===== src/rtl/vram_write_buffer_m_pkg.sv =====
// Shared definitions for the VRAM write buffer: address width, renderer region bases
// and the status state encoding.
package vram_write_buffer_m_pkg;

   localparam int VRAM_ADDR_WIDTH = 12;

   localparam logic [VRAM_ADDR_WIDTH-1:0] PMF_BASE  = 12'h000;
   localparam logic [VRAM_ADDR_WIDTH-1:0] OBM_BASE  = 12'h400;
   localparam logic [VRAM_ADDR_WIDTH-1:0] PMB_BASE  = 12'h800;
   localparam logic [VRAM_ADDR_WIDTH-1:0] NTBL_BASE = 12'hC00;

   typedef enum logic [1:0] {
      IDLE  = 2'd0,
      DRAIN = 2'd1,
      HOLD  = 2'd2
   } wb_state_t;

endpackage


===== src/rtl/vram_write_buffer_m_fifo.sv =====
// Show-ahead synchronous FIFO with registered occupancy count and full flag.
// The head entry is readable combinationally from storage.
module vram_write_buffer_m_fifo #(
   parameter int DEPTH = 16,
   parameter int WIDTH = 8
) (
   input  logic                     clk,
   input  logic                     rst_n,
   input  logic                     push_i,
   input  logic                     pop_i,
   input  logic [WIDTH-1:0]         wdata_i,
   output logic [WIDTH-1:0]         rdata_o,
   output logic                     empty_o,
   output logic                     full_o,
   output logic [$clog2(DEPTH):0]   count_o
);

   localparam int PTR_W = $clog2(DEPTH);
   localparam int CNT_W = PTR_W + 1;

   logic [WIDTH-1:0] mem_q [DEPTH];
   logic [PTR_W-1:0] wr_ptr_q, wr_ptr_d;
   logic [PTR_W-1:0] rd_ptr_q, rd_ptr_d;
   logic [CNT_W-1:0] count_q, count_d;
   logic             full_q, full_d;
   logic             push_ok, pop_ok;

   // A push while full is refused even if a pop happens in the same cycle.
   assign push_ok = push_i && !full_q;
   assign pop_ok  = pop_i && (count_q != '0);

   always_comb begin
      wr_ptr_d = wr_ptr_q + PTR_W'(push_ok);
      rd_ptr_d = rd_ptr_q + PTR_W'(pop_ok);
      count_d  = count_q;
      unique case ({push_ok, pop_ok})
         2'b10:   count_d = count_q + CNT_W'(1);
         2'b01:   count_d = count_q - CNT_W'(1);
         default: count_d = count_q;
      endcase
      full_d = (count_d == CNT_W'(DEPTH));
   end

   always_ff @(posedge clk or negedge rst_n) begin
      if (!rst_n) begin
         wr_ptr_q <= '0;
         rd_ptr_q <= '0;
         count_q  <= '0;
         full_q   <= 1'b0;
      end else begin
         wr_ptr_q <= wr_ptr_d;
         rd_ptr_q <= rd_ptr_d;
         count_q  <= count_d;
         full_q   <= full_d;
      end
   end

   always_ff @(posedge clk) begin
      if (push_ok) begin
         mem_q[wr_ptr_q] <= wdata_i;
      end
   end

   assign rdata_o = mem_q[rd_ptr_q];
   assign empty_o = (count_q == '0);
   assign full_o  = full_q;
   assign count_o = count_q;

endmodule


===== src/rtl/vram_write_buffer_m.sv =====
// CPU-to-VRAM write buffer: queues CPU byte writes and replays them in order only
// while the video timing reports a writable window.
module vram_write_buffer_m
   import vram_write_buffer_m_pkg::*;
#(
   parameter int ADDR_W = VRAM_ADDR_WIDTH,
   parameter int DEPTH  = 16
) (
   input  logic                     clk,
   input  logic                     rst_n,
   input  logic                     cpu_we_i,
   input  logic [ADDR_W-1:0]        cpu_addr_i,
   input  logic [7:0]               cpu_data_i,
   output logic                     cpu_ready_o,
   input  logic                     writable_i,
   output logic                     vram_we_o,
   output logic [ADDR_W-1:0]        vram_addr_o,
   output logic [7:0]               vram_data_o,
   output logic [$clog2(DEPTH):0]   pending_o,
   output logic                     overflow_o,
   input  logic                     ovf_clear_i,
   output wb_state_t                state_o
);

   localparam int ENTRY_W = ADDR_W + 8;
   localparam int CNT_W   = $clog2(DEPTH) + 1;

   logic [ENTRY_W-1:0] head;
   logic               empty, full;
   logic [CNT_W-1:0]   count;
   logic               push, pop, drop;
   logic               empty_next;
   logic               overflow_q, overflow_d;
   wb_state_t          state_q, state_d;

   assign push = cpu_we_i && !full;
   assign pop  = writable_i && !empty;
   assign drop = cpu_we_i && full;

   vram_write_buffer_m_fifo #(
      .DEPTH (DEPTH),
      .WIDTH (ENTRY_W)
   ) u_fifo (
      .clk     (clk),
      .rst_n   (rst_n),
      .push_i  (push),
      .pop_i   (pop),
      .wdata_i ({cpu_addr_i, cpu_data_i}),
      .rdata_o (head),
      .empty_o (empty),
      .full_o  (full),
      .count_o (count)
   );

   // Occupancy after this edge decides IDLE versus a busy state.
   assign empty_next = ((count == '0) && !push) ||
                       ((count == CNT_W'(1)) && pop && !push);

   always_ff @(posedge clk or negedge rst_n) begin
      if (!rst_n) begin
         state_q    <= IDLE;
         overflow_q <= 1'b0;
      end else begin
         state_q    <= state_d;
         overflow_q <= overflow_d;
      end
   end

   always_comb begin
      state_d = state_q;
      if (empty_next) begin
         state_d = IDLE;
      end else if (writable_i) begin
         state_d = DRAIN;
      end else begin
         state_d = HOLD;
      end
   end

   // Storage is never reset, so the head is masked while empty to keep outputs defined.
   always_comb begin
      vram_we_o   = pop;
      vram_addr_o = '0;
      vram_data_o = '0;
      if (!empty) begin
         vram_addr_o = head[ENTRY_W-1:8];
         vram_data_o = head[7:0];
      end
   end

   always_comb begin
      overflow_d = overflow_q;
      if (drop) begin
         overflow_d = 1'b1;
      end else if (ovf_clear_i) begin
         overflow_d = 1'b0;
      end
   end

   assign cpu_ready_o = !full;
   assign pending_o   = count;
   assign overflow_o  = overflow_q;
   assign state_o     = state_q;

endmodule

===== config.mk =====
export PLATFORM = sky130hd
export DESIGN_NAME = vram_write_buffer_m
export DESIGN_NICKNAME = d
export VERILOG_FILES = /design/src/rtl/vram_write_buffer_m_pkg.sv /design/src/rtl/vram_write_buffer_m_fifo.sv /design/src/rtl/vram_write_buffer_m.sv
export SDC_FILE = /design/constraint.sdc
export NUM_CORES = 1
export LEC_CHECK = 0
export ABC_AREA = 1
export CAP_MARGIN = 20
export CORE_ASPECT_RATIO = 1.4
export CORE_MARGIN = 2
export CORE_UTILIZATION = 50
export DETAILED_ROUTE_END_ITERATION = 10
export PLACE_DENSITY_LB_ADDON = 0.08
export SLEW_MARGIN = 10
export SYNTH_ARGS = -nofsm -noshare
export SYNTH_HDL_FRONTEND = slang
export SYNTH_SLANG_ARGS = --single-unit

===== constraint.sdc =====
create_clock -name clk -period 6.92 [get_ports clk]
set_input_delay 2.076 -clock clk [delete_from_list [all_inputs] [get_ports clk]]
set_output_delay 2.076 -clock clk [all_outputs]
set_load 0.1 [all_outputs]

Word-level counts from Yosys, hierarchy flattened
Memories as Yosys holds them, arrays and structs flattened.
Index checks and enable logic that the tools add are counted.
{ "totals": {"memories": 1, "elab_cells": 39, "latchBits": 0, "rom_bits": 0, "inputBits": 25, "register_bits": 17, "ramBits": 320} }
{ "op_classes": {"multipliers": 0, "n_eq_ne": 4, "n_reduce_logical": 15, "addsub": 4, "n_div": 0, "magnitude_cmp": 0, "muxes": 9, "n_bitwise": 0, "shift": 0} }
{ "mem_list": {"columns": ["memory", "words", "word_bits", "rd", "rd_ports_with_merged_regs", "write_ports", "line", "text"], "rows": [
  ["u_fifo.mem_q", 16, 20, 1, 0, 1, "vram_write_buffer_m_fifo.sv:21", "logic [WIDTH-1:0] mem_q [DEPTH];"]
]} }
{ "ops": {"columns": ["cell", "n"], "rows": [
  ["2-to-1 mux 12 bit", 1],
  ["case mux 5 bit (2 select lines)", 1],
  ["adder 4 x 1 -> 4 bit", 2],
  ["logical AND 1 bit", 8],
  ["2-to-1 mux 8 bit", 1],
  ["adder 5 x 1 -> 5 bit, second input constant", 1],
  ["== test 5 x 1 -> 1 bit, second input constant", 1],
  ["== test 5 bit, second input constant", 1],
  ["zero test 5 bit", 1],
  ["nonzero test 5 bit", 1],
  ["subtractor 5 x 1 -> 5 bit, second input constant", 1],
  ["2-to-1 mux 1 bit", 4],
  ["2-to-1 mux 2 bit", 2],
  ["zero test 1 bit", 3],
  ["== test 2 x 1 -> 1 bit, second input constant", 1],
  ["== test 2 bit, second input constant", 1],
  ["nonzero test 2 bit", 1],
  ["logical OR 1 bit", 1]
]} }

Logic depth before layout (Yosys ltp)
Gate-level depths: netlist of run 1.
{ "depth": {"word_depth": 7, "ltp_mapped": 14} }

By module
A second synthesis of run 1 with hierarchy kept.
{ "hier_totals": {"cells_unflattened": 1108, "hier_area_um2": 13731.9} }
{ "by_module_without_submodules": {"columns": ["module", "area_each_um2", "cells_each", "seq_area_each_um2", "n_inst"], "rows": [
  ["vram_write_buffer_m_fifo", 13421.6, 1047, 9959.6, 1],
  ["vram_write_buffer_m", 310.3, 61, 75.1, 1]
]} }

Worst setup path before layout of run 1
No wires, ideal clock.
{ "synth_path": {"path_kind": "input to output", "from": "input writable_i", "to": "output vram_we_o", "stages": 2, "t_arrival_ps": 3380, "slack_ps": 1464, "path_buffers": 0, "cell_sequence": "inv_1 > nor2_1"} }
{ "synth_via": {"elab_chain_len": 1} }
{ "synth_lines": {"columns": ["item", "line", "text"], "rows": [
  ["from (decl)", "vram_write_buffer_m.sv:15", "input logic writable_i,"],
  ["logical AND 1 bit", "vram_write_buffer_m.sv:37", "assign pop = writable_i && !empty;"],
  ["to (decl)", "vram_write_buffer_m.sv:16", "output logic vram_we_o,"]
]} }
No other way between the ends.

Worst setup path in the final report of run 1
{ "layout_path": {"from": "register u_fifo.rd_ptr_q[0]", "to": "output vram_addr_o[11]"} }
{ "layout_via": {"elab_chain_len": 2} }
{ "layout_lines": {"columns": ["item", "line", "text"], "rows": [
  ["from (decl)", "vram_write_buffer_m_fifo.sv:23", "logic [PTR_W-1:0] rd_ptr_q, rd_ptr_d;"],
  ["from (signal assigned)", "vram_write_buffer_m_fifo.sv:52", "rd_ptr_q <= rd_ptr_d;"],
  ["memory (16 x 20 bit)", null, null],
  ["2-to-1 mux 12 bit", "vram_write_buffer_m.sv:85", "if (!empty) begin"],
  ["to (decl)", "vram_write_buffer_m.sv:17", "output logic [ADDR_W-1:0] vram_addr_o,"]
]} }
No other way between the ends.

==> results of run 1 <==
[worst max path at each step]
stage	from	to	slack, ns	cells after the start
5_1_grt	u_fifo.rd_ptr_q[0]$_DFF_PN0_	vram_addr_o[11]	1.21	9
3_3_place_gp	writable_i	vram_we_o	1.77	4
4_1_cts	u_fifo.rd_ptr_q[0]$_DFF_PN0_	vram_addr_o[11]	1.42	9
6_report	u_fifo.rd_ptr_q[0]$_DFF_PN0_	vram_addr_o[11]	1.43	9
2_1_floorplan	writable_i	vram_we_o	1.46	2
3_5_place_dp	writable_i	vram_we_o	1.77	4
[routing by layer]
metal | up-vias | share of wire (%) | GRT usage [%]
met2 | 265 | 50 | 41.2
met5 | - | 0 | 0
met4 | 0 | 2.3 | 7.14
met1 | 4345 | 42 | 32.3
li1 | 4236 | - | -
met3 | 57 | 5.3 | 3.96
[placed cells by master, fill, tap and decap left out, types with 4 or more instances in the layout]
cell	n
nand2_1	468
nor2_2	16
edfxtp_1	320
inv_1	26
clkbuf_1	9
clkinv_2	4
dfrtp_1	15
ha_1	10
buf_4	48
clkdlybuf4s50_1	33
clkbuf_16	37
nand3_1	98
nor2_1	50
nor3_1	20
a21oi_1	82
clkinv_1	5
nand3b_1	20
xor2_1	4
[area by class of cell]
type / instances / area [um^2] / share of cell area (%)
multi-input cells: 777 / 3420 / 21.6
well taps: 370 / 463 / 2.92
clock inverters: 8 / 61.3 / 0.387
flip-flops and latches: 337 / 10000 / 63.4
clock buffers: 49 / 1000 / 6.32
repair buffers: 83 / 738 / 4.66
inverters: 29 / 111 / 0.703
[synthesized netlist by cell type]
| cell type | instances |
|---|---|
| nand2_1 | 469 |
| buf_2 | 30 |
| dfrtp_1 | 17 |
| xor2_1 | 4 |
| a21oi_1 | 82 |
| clkbuf_1 | 15 |
| nor2_1 | 67 |
| buf_1 | 5 |
| nand3_1 | 98 |
| nor3_1 | 20 |
| buf_4 | 5 |
| nand3b_1 | 20 |
| buf_6 | 8 |
| edfxtp_1 | 320 |
| o21ai_0 | 1 |
| nand4_1 | 3 |
| ha_1 | 10 |
| inv_1 | 28 |
| inv_4 | 1 |
| a21boi_0 | 1 |
| o22ai_1 | 1 |
| and2_1 | 1 |
[sequential cells by signal, summed over array words and instances (netlist names)]
name	cells
u_fifo.count_o	5
u_fifo.mem_q	320
state_o	2
u_fifo.rd_ptr_q	4
u_fifo.full_o	1
overflow_o	1
u_fifo.wr_ptr_q	4
[per-stage QoR]
stage / hold slack (ns) / area, um^2 / utilization, % / std cells / worst slack [ns]
after floorplan: 0.473 / 13900 / - / 1206 / 1.46
after global placement: 0.520 / 14700 / 53.7 / 1595 / 1.77
after detailed placement: 0.530 / 14800 / 53.8 / 1596 / 1.77
after CTS: 0.542 / 15800 / 57.6 / 1653 / 1.42
after global routing: 0.572 / 15800 / 57.6 / 1653 / 1.21
final: 0.535 / 15800 / 57.6 / 1653 / 1.43
[worst max-delay path, delay by kind of cell (launching register included)]
kind	cells	cell delay [ns]
flops	1	0.70
buf+inv	3	1.56
simple gates	6	0.54
[power groups by stage]
stage	clock network (mW)	registers [mW]	logic, mW
after floorplan	0	2.72	2.56
after global placement	0	2.68	3.52
after detailed placement	0	2.69	3.57
after CTS	1.79	2.65	3.57
after global routing	1.87	2.67	3.82
final	1.76	2.65	3.54
[cells by family (layout without fill, tap and decap cells)]
group / after synthesis / in the layout / share of synthesized area, %
fa+ha+maj: 10 / 10 / 0.902
simple gates: 678 / 678 / 20.0
xor+xnor: 4 / 4 / 0.253
compound gates: 85 / 85 / 3.10
buf+inv: 92 / 169 / 3.35
flops: 337 / 337 / 72.4
==> results, run 1 <==
- The hold violation count in the final report is 0.
- For flop-to-flop paths, the worst setup slack is approximately 3.7 ns.
- The last weighted congestion value of the routability-driven placer is 0.774.
- The synthesized design contains 337 register bits.
- Clock tree synthesis inserted a total of 34 buffers.
- The remaining global-route overflow is 0.
- The chip width is 145 um.
- The H-tree generated during clock tree synthesis spans 2 levels.
- Walking the worst path, the cells encountered are inv_4 -> buf_4 -> nand2_1 -> nand3_1 -> nand3_1 -> nand3b_1 -> nand2_1 -> nor2_1 -> buf_4.
- In this run the critical register-to-register path is captured at u_fifo.full_o$_DFF_PN0_.
- Dividing total power by cell area gives a power density of 502 nW/um^2.
- In the final routed layout, each cell accounts on average for a little over 20 um.
- The worst-path maximum fanout is 85.
- After layout, the worst path uses 79.4% of the clock period.
- The worst register-to-register path has a depth of 14.
- The maximum vdd drop is 491 uV.
- The number of nets in the synthesized netlist is 1241.
- The via density per instance is roughly 5.4.
- The final layout contains 1297 nets.
- The clock root buffer master is clkbuf_16.
- The final-layout setup total negative slack is 0 ns.
- At the pin with the least slew margin, the transition time is 0.992 ns.
- The number of sinks on the clock net is 337.
- During placement, the flow inserted port buffers numbering 54.
- The portion of the post-synthesis area used by sequential elements is 72.4%.
- The first routing iteration left 726 violations.
- Setup repair after global routing left no endpoint under its margin.
- Max-cap violations in this run came to 0.
- Net switching is 45.5% of the power.
- Of the total power, registers draw between 30 and 40%.
- The count of final max-slew check failures came to 0.
- The reg-to-reg critical path startpoint is u_fifo.count_o[0]$_DFF_PN0_.
- The CTS clock-pin slew for the worst setup and hold paths is 0.06 ns.
- Of the cells placed in the final design, the portion with a size suffix greater than 1 is 9.04%.
- The maximum single-stage delay on the critical path is a little under 0.8 ns.
- The static power due to leakage is 5.96 nW.
- Fill cells in the final layout number 2293.
- The completed layout was analyzed and its total power is 7.94 mW.
- The flow ran to the end, and the final reports show no timing, DRC or antenna violations.
- The clock tree from TritonCTS is built.
- The detail route stage leaves a number of antenna-violating nets equal to 0.
- The post-cts gate resize count is 0.
- Sorting the synthesized cells by area gives the leading types as edfxtp_1, nand2_1, nand3_1, dfrtp_1, a21oi_1.
- Summed over all layers, the routed wires come to 34300 um.
- The Yosys warning count is 0.
- The die is between 200 and 250 um tall.
- Entering global routing, the biggest net connects 86 pins.
- Summing every instance area after synthesis gives 13900 um^2.
- The worst hold path class is reg2reg.
- The antenna cell count is 0.
- The later-pin clock latency in the skew report is 0.51 ns.
- The number of antenna violations at the first check in global routing is 0.
- In the global route stage, overall resource usage came out at 24.3%.
- The critical-path cell with the highest stage delay is inv_4.
- The via count of the first global-routing pass is between 8k and 9k.
- The cell-internal power is between 4 and 5 mW.
- The first detailed-routing pass ran for 5 iterations.
- Buffers inserted to repair hold after CTS numbered 0.
- The clock network burns 22.1% of the power.
- The area of the core is 27500 um^2.
- The starting density of the core is 50.5%.
- Per report_power, the combinational group accounts for between 40% and 50% of the total.
- The path type of the worst setup path is reg2out.
- The synthesized instance count is 1206.
- Of the post-synthesis cell area, the dominant cell type holds 69.3%.
- The total of endpoints with negative setup slack in the final report is 0.
- For the worst setup path, the data required time is 4.84 ns.
- The data arrival time at the worst-slack endpoint is 3.42 ns.
- The cell type contributing the most total cell area after synthesis is edfxtp_1.
- Static timing analysis puts the maximum clock frequency at 182 MHz.
- For this design the top-level I/O count stands at between 50 and 60.
- The max-slew headroom at the worst pin is 33.7%.
- The sort of element at the end of the critical path is a primary output.
- The routed layout has 8903 vias.
- The maximum number of buffers from clock root to sink is 3.
- The worst setup skew after layout is around 0.012 ns.
- The detailed-route DRC error count is 0.
- The die covers 29100 um^2.
- For this design the total switching power over the nets is 3.61 mW.
- The worst setup path is launched from a flip-flop.
- The layout overhead on the synthesized area is 14.2%.
- After synthesis, the netlist uses 22 different library cells.
- The worst hold path was traced through 2 stages.
- The worst min-delay path startpoint is overflow_o$_DFFE_PN0P_.
- The average cell area after synthesis is 11.5 um^2.
- The floorplan row count is 72.
- The half-perimeter wire length of the detailed placement result is 18900 um.
- For hold timing, the worst endpoint is overflow_o$_DFFE_PN0P_.
- The number of buffers inserted to repair setup after CTS is 0.
- The first global-routing pass estimated 51800 um of wire.
- For the finished layout, the period the worst path requires is 5.49 ns.
Note: power is estimated with default switching activity, not from simulation.
==> run 2: changes to the inputs <==
==> constraint.sdc (replaced) <==
create_clock -name clk -period 5.1 [get_ports clk]
set_input_delay 1.53 -clock clk [delete_from_list [all_inputs] [get_ports clk]]
set_output_delay 1.53 -clock clk [all_outputs]
set_load 0.1 [all_outputs]
==> run 2 against run 1 <==
Against the previous run:
- cell count rose by 0.30%
- final area rose by 1.6%
- flip-flop and latch count did not move
- critical endpoint is now vram_addr_o[7]
- sequential share of layout area fell by 0.98 points
- largest cell class unchanged
==> results, run 2 (synthesis gave the netlist of run 1 again) <==
- The run finished with clean final reports.
- In this run the power density over the cells is 706 nW/um^2.
- IR analysis of the VDD net gives a maximum drop of 892 uV.
- The min-delay analysis places its worst path in the category reg2reg.
- The time the worst path needs with I/O delays and setup is 4.55 ns.
- The final wirelength is 34500 um.
- After detailed placement, the total cell area comes to approximately 15000 um^2.
- The worst setup path is captured at a primary output.
- The count of final max-slew check failures is 0.
- Once the clock tree was built, the resizer swapped 0 gates to a different size.
- After clock tree synthesis, the clock-pin slew on the worst setup and hold paths is 0.06 ns.
- The number of antenna violations at the first check in global routing is 0.
- Row generation in the floorplan step produced 72 rows.
- Setup repair after global routing left no endpoint under its margin.
- For the worst setup path, the data required time is 3.57 ns.
- The worst hold path was traced through 2 stages.
- The average wire per standard cell is 20.8 um.
- For this run, the top clock speed supported by timing is 220 MHz.
- The static power due to leakage is 6.05 nW.
- The wire length on met3 is ~1900 um.
- The number of buffers inserted to repair setup after CTS is 0.
- After detailed routing, no signal wire sits above met4.
- The via density per instance is 5.39.
- The later-pin clock latency in the skew report is 0.58 ns.
- The clock drives between 300 and 400 sinks.
- The max-slew headroom at the worst pin is 28.4%.
- STA puts the critical path data arrival time at 3.02 ns.
- In the routed design, unresolved DRC markers number 0.
- The maximum number of buffers from clock root to sink is 3.
- The combined global-route utilization of all metal layers is roughly a quarter.
- The hold violation count in the final report is 0.
- The routed design uses 18400 um of met2 wire.
- The share of cells above drive strength 1 is 9.24%.
- In this run the register-to-register setup slack is 2.11 ns.
- The sum of routed wire segments on met1 is 13100 um.
- Once detail routing completed, the nets flagged for antenna violations numbered 0.
- The worst min-delay path startpoint is overflow_o$_DFFE_PN0P_.
- The number of flip-flops under the largest register name is 320.
- The clock tree from TritonCTS is built.
- The via count of the first global-routing pass is 8741.
- The first detailed-routing pass took 5 iterations.
- The register with the most flip-flops in the final layout is u_fifo.mem_q.
- The first routing iteration left roughly 700 violations.
- The chip width is 145 um.
- The path type of the worst setup path is reg2out.
- The slew at the pin with the worst max-slew slack is 1.07 ns.
- Once layout is done, the placed cells without fillers occupy 16100 um^2.
- Relative to the synthesized area, the layout overhead comes to 16.0%.
- The die height is 201 um.
- The congestion estimate from routability-driven global placement came to 0.819.
- For this design, the CTS-stage hold fixing added 0 buffers.
- The area of the core is 27500 um^2.
- The worst setup skew after layout is about 0.016 ns.
- 0 antenna diodes ended up in the layout.
- The final layout net count is 1298.
- The most common cell after layout, fill and taps aside is nand2_1.
- The total number of vias is 8938.
- Along the worst path, the maximum fanout reaches 67.
- The total power consumption of the routed design is 11.3 mW.
- The number of I/O pins is 55.
- The filler cell count is 2257.
- The path with the worst hold slack has its endpoint at overflow_o$_DFFE_PN0P_.
- In the layout the commonest cells are nand2_1, edfxtp_1, nand3_1.
- The remaining global-route overflow is 0.
- The worst-case reg-to-reg path depth is 13.
- The die area is 29100 um^2.
- The pin count of the biggest net entering global routing is 162.
- Across the run, the number of max-cap violations was 0.
- The initial utilization of the core area, before any placement, comes to 50.5%.
- The reg-to-reg critical path startpoint is u_fifo.count_o[0]$_DFF_PN0_.
- The total of endpoints with negative setup slack in the final report is 0.
- The clock root buffer master is clkbuf_16.
- The final cycle utilization of the critical path is between 80 and 90%.
- The worst setup path is launched from a flip-flop.
- The final-layout setup total negative slack is 0 ns.
- The first-pass GRT wire length is 52400 um.
- Input and output buffers added on the ports amount to between 50 and 60.
- The H-tree depth is 1.
- In this run the critical register-to-register path is captured at u_fifo.full_o$_DFF_PN0_.
- The half-perimeter wire length of the detailed placement result is 20500 um.
- The number of clock buffers inserted by TritonCTS is 31.
-- run 2: cell types whose count changed in the layout (fill, tap and decap cells not counted), moves of 4 or more --
cell       previous run  this run
bufinv_16             1         5
buf_12                1        23
clkbuf_16            37        31
buf_4                48        31
clkinv_1              5        13
clkbuf_1              9         3
-- run 2: worst max-delay path by stage --
stage	endpoint	start	slack [ns]	cells past startpoint
5_1_grt	vram_addr_o[7]	u_fifo.rd_ptr_q[0]$_DFF_PN0_	0.37	10
2_1_floorplan	vram_addr_o[0]	u_fifo.count_o[0]$_DFF_PN0_	0.37	6
6_report	vram_addr_o[7]	u_fifo.rd_ptr_q[0]$_DFF_PN0_	0.55	10
4_1_cts	vram_addr_o[7]	u_fifo.rd_ptr_q[0]$_DFF_PN0_	0.49	10
3_3_place_gp	vram_we_o	writable_i	1.01	4
3_5_place_dp	vram_we_o	writable_i	1.04	4
-- run 2: report_power, final --
| part | leakage [nW] | internal [mW] | switching, mW |
|---|---|---|---|
| clock | 0.502 | 1.36 | 0.986 |
| sequential | 3.09 | 3.38 | 0.131 |
| combinational | 2.45 | 1.56 | 3.93 |
-- run 2: per-layer routing --
layer | global-route usage, % | vias to the layer above
met1 | 30.4 | 4343
met2 | 43.4 | 294
met5 | 0 | -
met3 | 2.74 | 57
met4 | 8.84 | 0
li1 | - | 4244
-- run 2: layout make-up --
type | count | area [um^2] | area share (%)
Clock inverter | 24 | 238 | 1.48
Tap cell | 370 | 463 | 2.88
Inverter | 29 | 111 | 0.693
Sequential cell | 337 | 10000 | 62.4
Multi-Input combinational cell | 777 | 3420 | 21.3
Clock buffer | 34 | 787 | 4.89
Timing Repair Buffer | 87 | 1020 | 6.37
-- run 2: critical path, stage by stage, from the launching register on --
cell     delay [ns]
dfrtp_4        0.50
inv_4          0.44
buf_12         0.34
buf_12         0.21
nand2_1        0.06
nand2_1        0.05
nand2_1        0.05
nand2_1        0.12
nor3_1         0.09
nor2_1         0.26
buf_12         0.22
-- run 2: stage by stage --
step | worst slack [ns] | std cells | utilization [%] | hold WS [ns]
after floorplan | 0.374 | 1206 | - | 0.473
after global placement | 1.01 | 1600 | 54.8 | 0.518
after detailed placement | 1.04 | 1600 | 54.8 | 0.526
after CTS | 0.485 | 1658 | 58.5 | 0.536
after global routing | 0.372 | 1658 | 58.5 | 0.568
final | 0.547 | 1658 | 58.5 | 0.535
==> run 3: changes to the inputs <==
--- a/config.mk
+++ b/config.mk
@@ -12,7 +12,8 @@
 export CORE_UTILIZATION = 50
 export DETAILED_ROUTE_END_ITERATION = 10
 export PLACE_DENSITY_LB_ADDON = 0.08
-export SLEW_MARGIN = 10
+export RECOVER_POWER = 50
+export SLEW_MARGIN = 20
 export SYNTH_ARGS = -nofsm -noshare
 export SYNTH_HDL_FRONTEND = slang
 export SYNTH_SLANG_ARGS = --single-unit
==> run 3 against run 2 <==
Against the previous run:
- clock power is essentially flat
- worst setup slack gained 0.019 ns
- clock skew is essentially flat
- first-iteration DRC count is the same
==> results, run 3 (synthesis gave the netlist of run 1 again) <==
- The count of input and output buffers is 54.
- The analysis attributes to cell leakage a power of slightly above 6 nW.
- The worst setup timing slack at the placement stage is 1.04 ns.
- In this run the deepest clock path goes through 3 buffers.
- The count of final max-slew check failures was 0.
- The tool flagged a number of max-cap violations equal to 0.
- The maximum clock frequency is 221 MHz.
- The register with the most flip-flops in the layout has 320 of them.
- Global routing consumed, on the met3 layer, 2.74% of the routing resources.
- The total number of vias is a little under 9k.
- The number of sinks on the clock net is 337.
- For this run the aggregate overflow at the end of global routing stands at 0.
- Leaving out fill and tap cells, the most frequent cell in the layout is nand2_1.
- The half-perimeter wire length of the detailed placement result is a little over 20000 um.
- The total of endpoints with negative setup slack in the final report is 0.
- After detailed routing, the number of remaining DRC violations is 0.
- The initial utilization of the core area, before any placement, comes to between 50 and 60%.
- The average wire per standard cell is 20.8 um.
- The reg-to-reg critical path startpoint is u_fifo.count_o[0]$_DFF_PN0_.
- The remaining number of nets flagged by the antenna check after routing is 0.
- The number of I/O pins is 55.
- The slack of the critical path is 0.566 ns.
- The path with the worst hold slack has its endpoint at overflow_o$_DFFE_PN0P_.
- The die height is 201 um.
- The flow ran to the end, and the final reports show no timing, DRC or antenna violations.
- The clock reaches the later pin of the worst-skew pair after between 0.5 and 0.6 ns.
- Counting the fill cells in the layout gives 2259.
- After layout, the design draws a total of 11.3 mW.
- The post-cts hold buffer count is 0.
- The last weighted congestion value of the routability-driven placer is slightly above 0.8.
- Across every metal layer, demand over resource in global routing totals between 20% and 30%.
- The multi-input combinational cells in the finished layout cover a total of around 3400 um^2.
- The worst min-delay path startpoint is overflow_o$_DFFE_PN0P_.
- In this run the worst path has a maximum fanout of 67.
- The area of the core is roughly 27000 um^2.
- Entering global routing, the biggest net connects 162 pins.
- The worst setup skew after layout is 0.0157 ns.
- Setup repair after global routing left no endpoint under its margin.
- The max-slew headroom at the worst pin is 28.0%.
- The layout overhead on the synthesized area is 15.9%.
- The antenna cell count is 0.
- The final layout net count is 1298.
- The final-layout setup total negative slack is 0 ns.
- The area of all placed cells without fillers is 16100 um^2.
- The tightest min-delay check is of the reg2reg type.
- The worst-case reg-to-reg path depth is 13.
- Across the whole layout, storage elements account for 10000 um^2.
- The worst register-to-register path has a setup slack of around 2.1 ns.
- The worst hold path cell count is 2.
- For the worst setup path, the data required time is 3.57 ns.
- The share of cells above drive strength 1 is 9.01%.
- The via count of the first global-routing pass was 8741.
- The starting DRC count in detailed routing is between 600 and 700.
- The die covers 29100 um^2.
- The floorplan row count is 72.
- Summing all placed instances gives a cell area of 15100 um^2.
- The final cycle utilization of the critical path is 88.9%.
- Leaving out fill and tap cells, the most frequent cells in the layout are nand2_1, edfxtp_1, nand3_1.
- The register with the most flip-flops in the final layout is u_fifo.mem_q.
- The via density per instance is roughly 5.4.
- The number of buffers inserted to repair setup after CTS is 0.
- TritonCTS built the clock tree.
- The met2 usage is a little over two fifths.
- The final cell utilization of the core is about three fifths.
- The worst setup path is captured at a primary output.
- The layer with the highest usage is met2.
- The slew at the pin with the worst max-slew slack is 1.08 ns.
- VDD sags by at most just under 900 uV.
- The worst setup path is launched from a flip-flop.
- The H-tree depth is 1.
- The number of clock buffers inserted by TritonCTS is 31.
- The CTS clock-pin slew for the worst setup and hold paths is around 0.060 ns.
- The first global-routing pass estimated 52400 um of wire.
- The die is 145 um wide.
- The hold violation count in the final report was 0.
- The clock root buffer master is clkbuf_16.
- Before antenna repair, the detailed router went through 5 iterations.
- The data arrival time at the worst-slack endpoint is about 3 ns.
- In this run the power density over the cells is 705 nW/um^2.
- Global routing consumed, on the met1 layer, 30.4% of the routing resources.
- The critical path is of the reg2out type.
- Wires add up to roughly 34000 um.
- The number of antenna violations at the first check in global routing is 0.
- In this run the critical register-to-register path is captured at u_fifo.full_o$_DFF_PN0_.
- The number of gates resized after CTS was 0.
- The time the worst path needs with I/O delays and setup is 4.53 ns.
[run 3: cell types whose count changed in the layout (fill, tap and decap cells not counted), sizes merged]
cell,delta
buf,-2
clkbuf,+2
clkdlybuf4s50,-23
dlygate4sd3,+23
[run 3: stage by stage]
stage,std cells,hold slack (ns)
after CTS,1658,0.536
after floorplan,1206,0.473
after global placement,1600,0.518
after global routing,1658,0.568
after detailed placement,1600,0.526
final,1658,0.535
[run 3: final cells by class]
cell class	count	area share (%)
tap	370	2.88
multi-input combinational	777	21.2
timing repair buffer	87	6.32
clock buffer	34	4.90
clock inverter	24	1.48
sequential	337	62.5
inverter	29	0.693
[run 3: how the worst max path moves through the flow]
stage / slack [ns] / endpoint / startpoint / depth (start not counted)
2_1_floorplan: 0.37 / vram_addr_o[0] / u_fifo.count_o[0]$_DFF_PN0_ / 6
3_3_place_gp: 1.01 / vram_we_o / writable_i / 4
3_5_place_dp: 1.04 / vram_we_o / writable_i / 4
4_1_cts: 0.49 / vram_addr_o[7] / u_fifo.rd_ptr_q[0]$_DFF_PN0_ / 10
5_1_grt: 0.37 / vram_addr_o[7] / u_fifo.rd_ptr_q[0]$_DFF_PN0_ / 10
6_report: 0.57 / vram_addr_o[7] / u_fifo.rd_ptr_q[0]$_DFF_PN0_ / 10
[run 3: where the power goes]
group	switching [mW]	leakage [nW]	internal, mW
registers	0.131	3.09	3.38
clock network	0.984	0.502	1.36
logic	3.93	2.45	1.56
[run 3: layer usage]
layer | vias up | share of wire, %
li1 | 4241 | -
met1 | 4338 | 38
met2 | 296 | 53
met3 | 57 | 5.4
met4 | 0 | 3.1
met5 | - | 0
[run 3: worst max-delay path, stage by stage, from the launching register on]
cell	delay (ns)
dfrtp_4	0.50
inv_4	0.44
buf_12	0.35
buf_12	0.21
nand2_1	0.06
nand2_1	0.05
nand2_1	0.05
nand2_1	0.12
nor3_1	0.09
nor2_1	0.26
buf_12	0.22
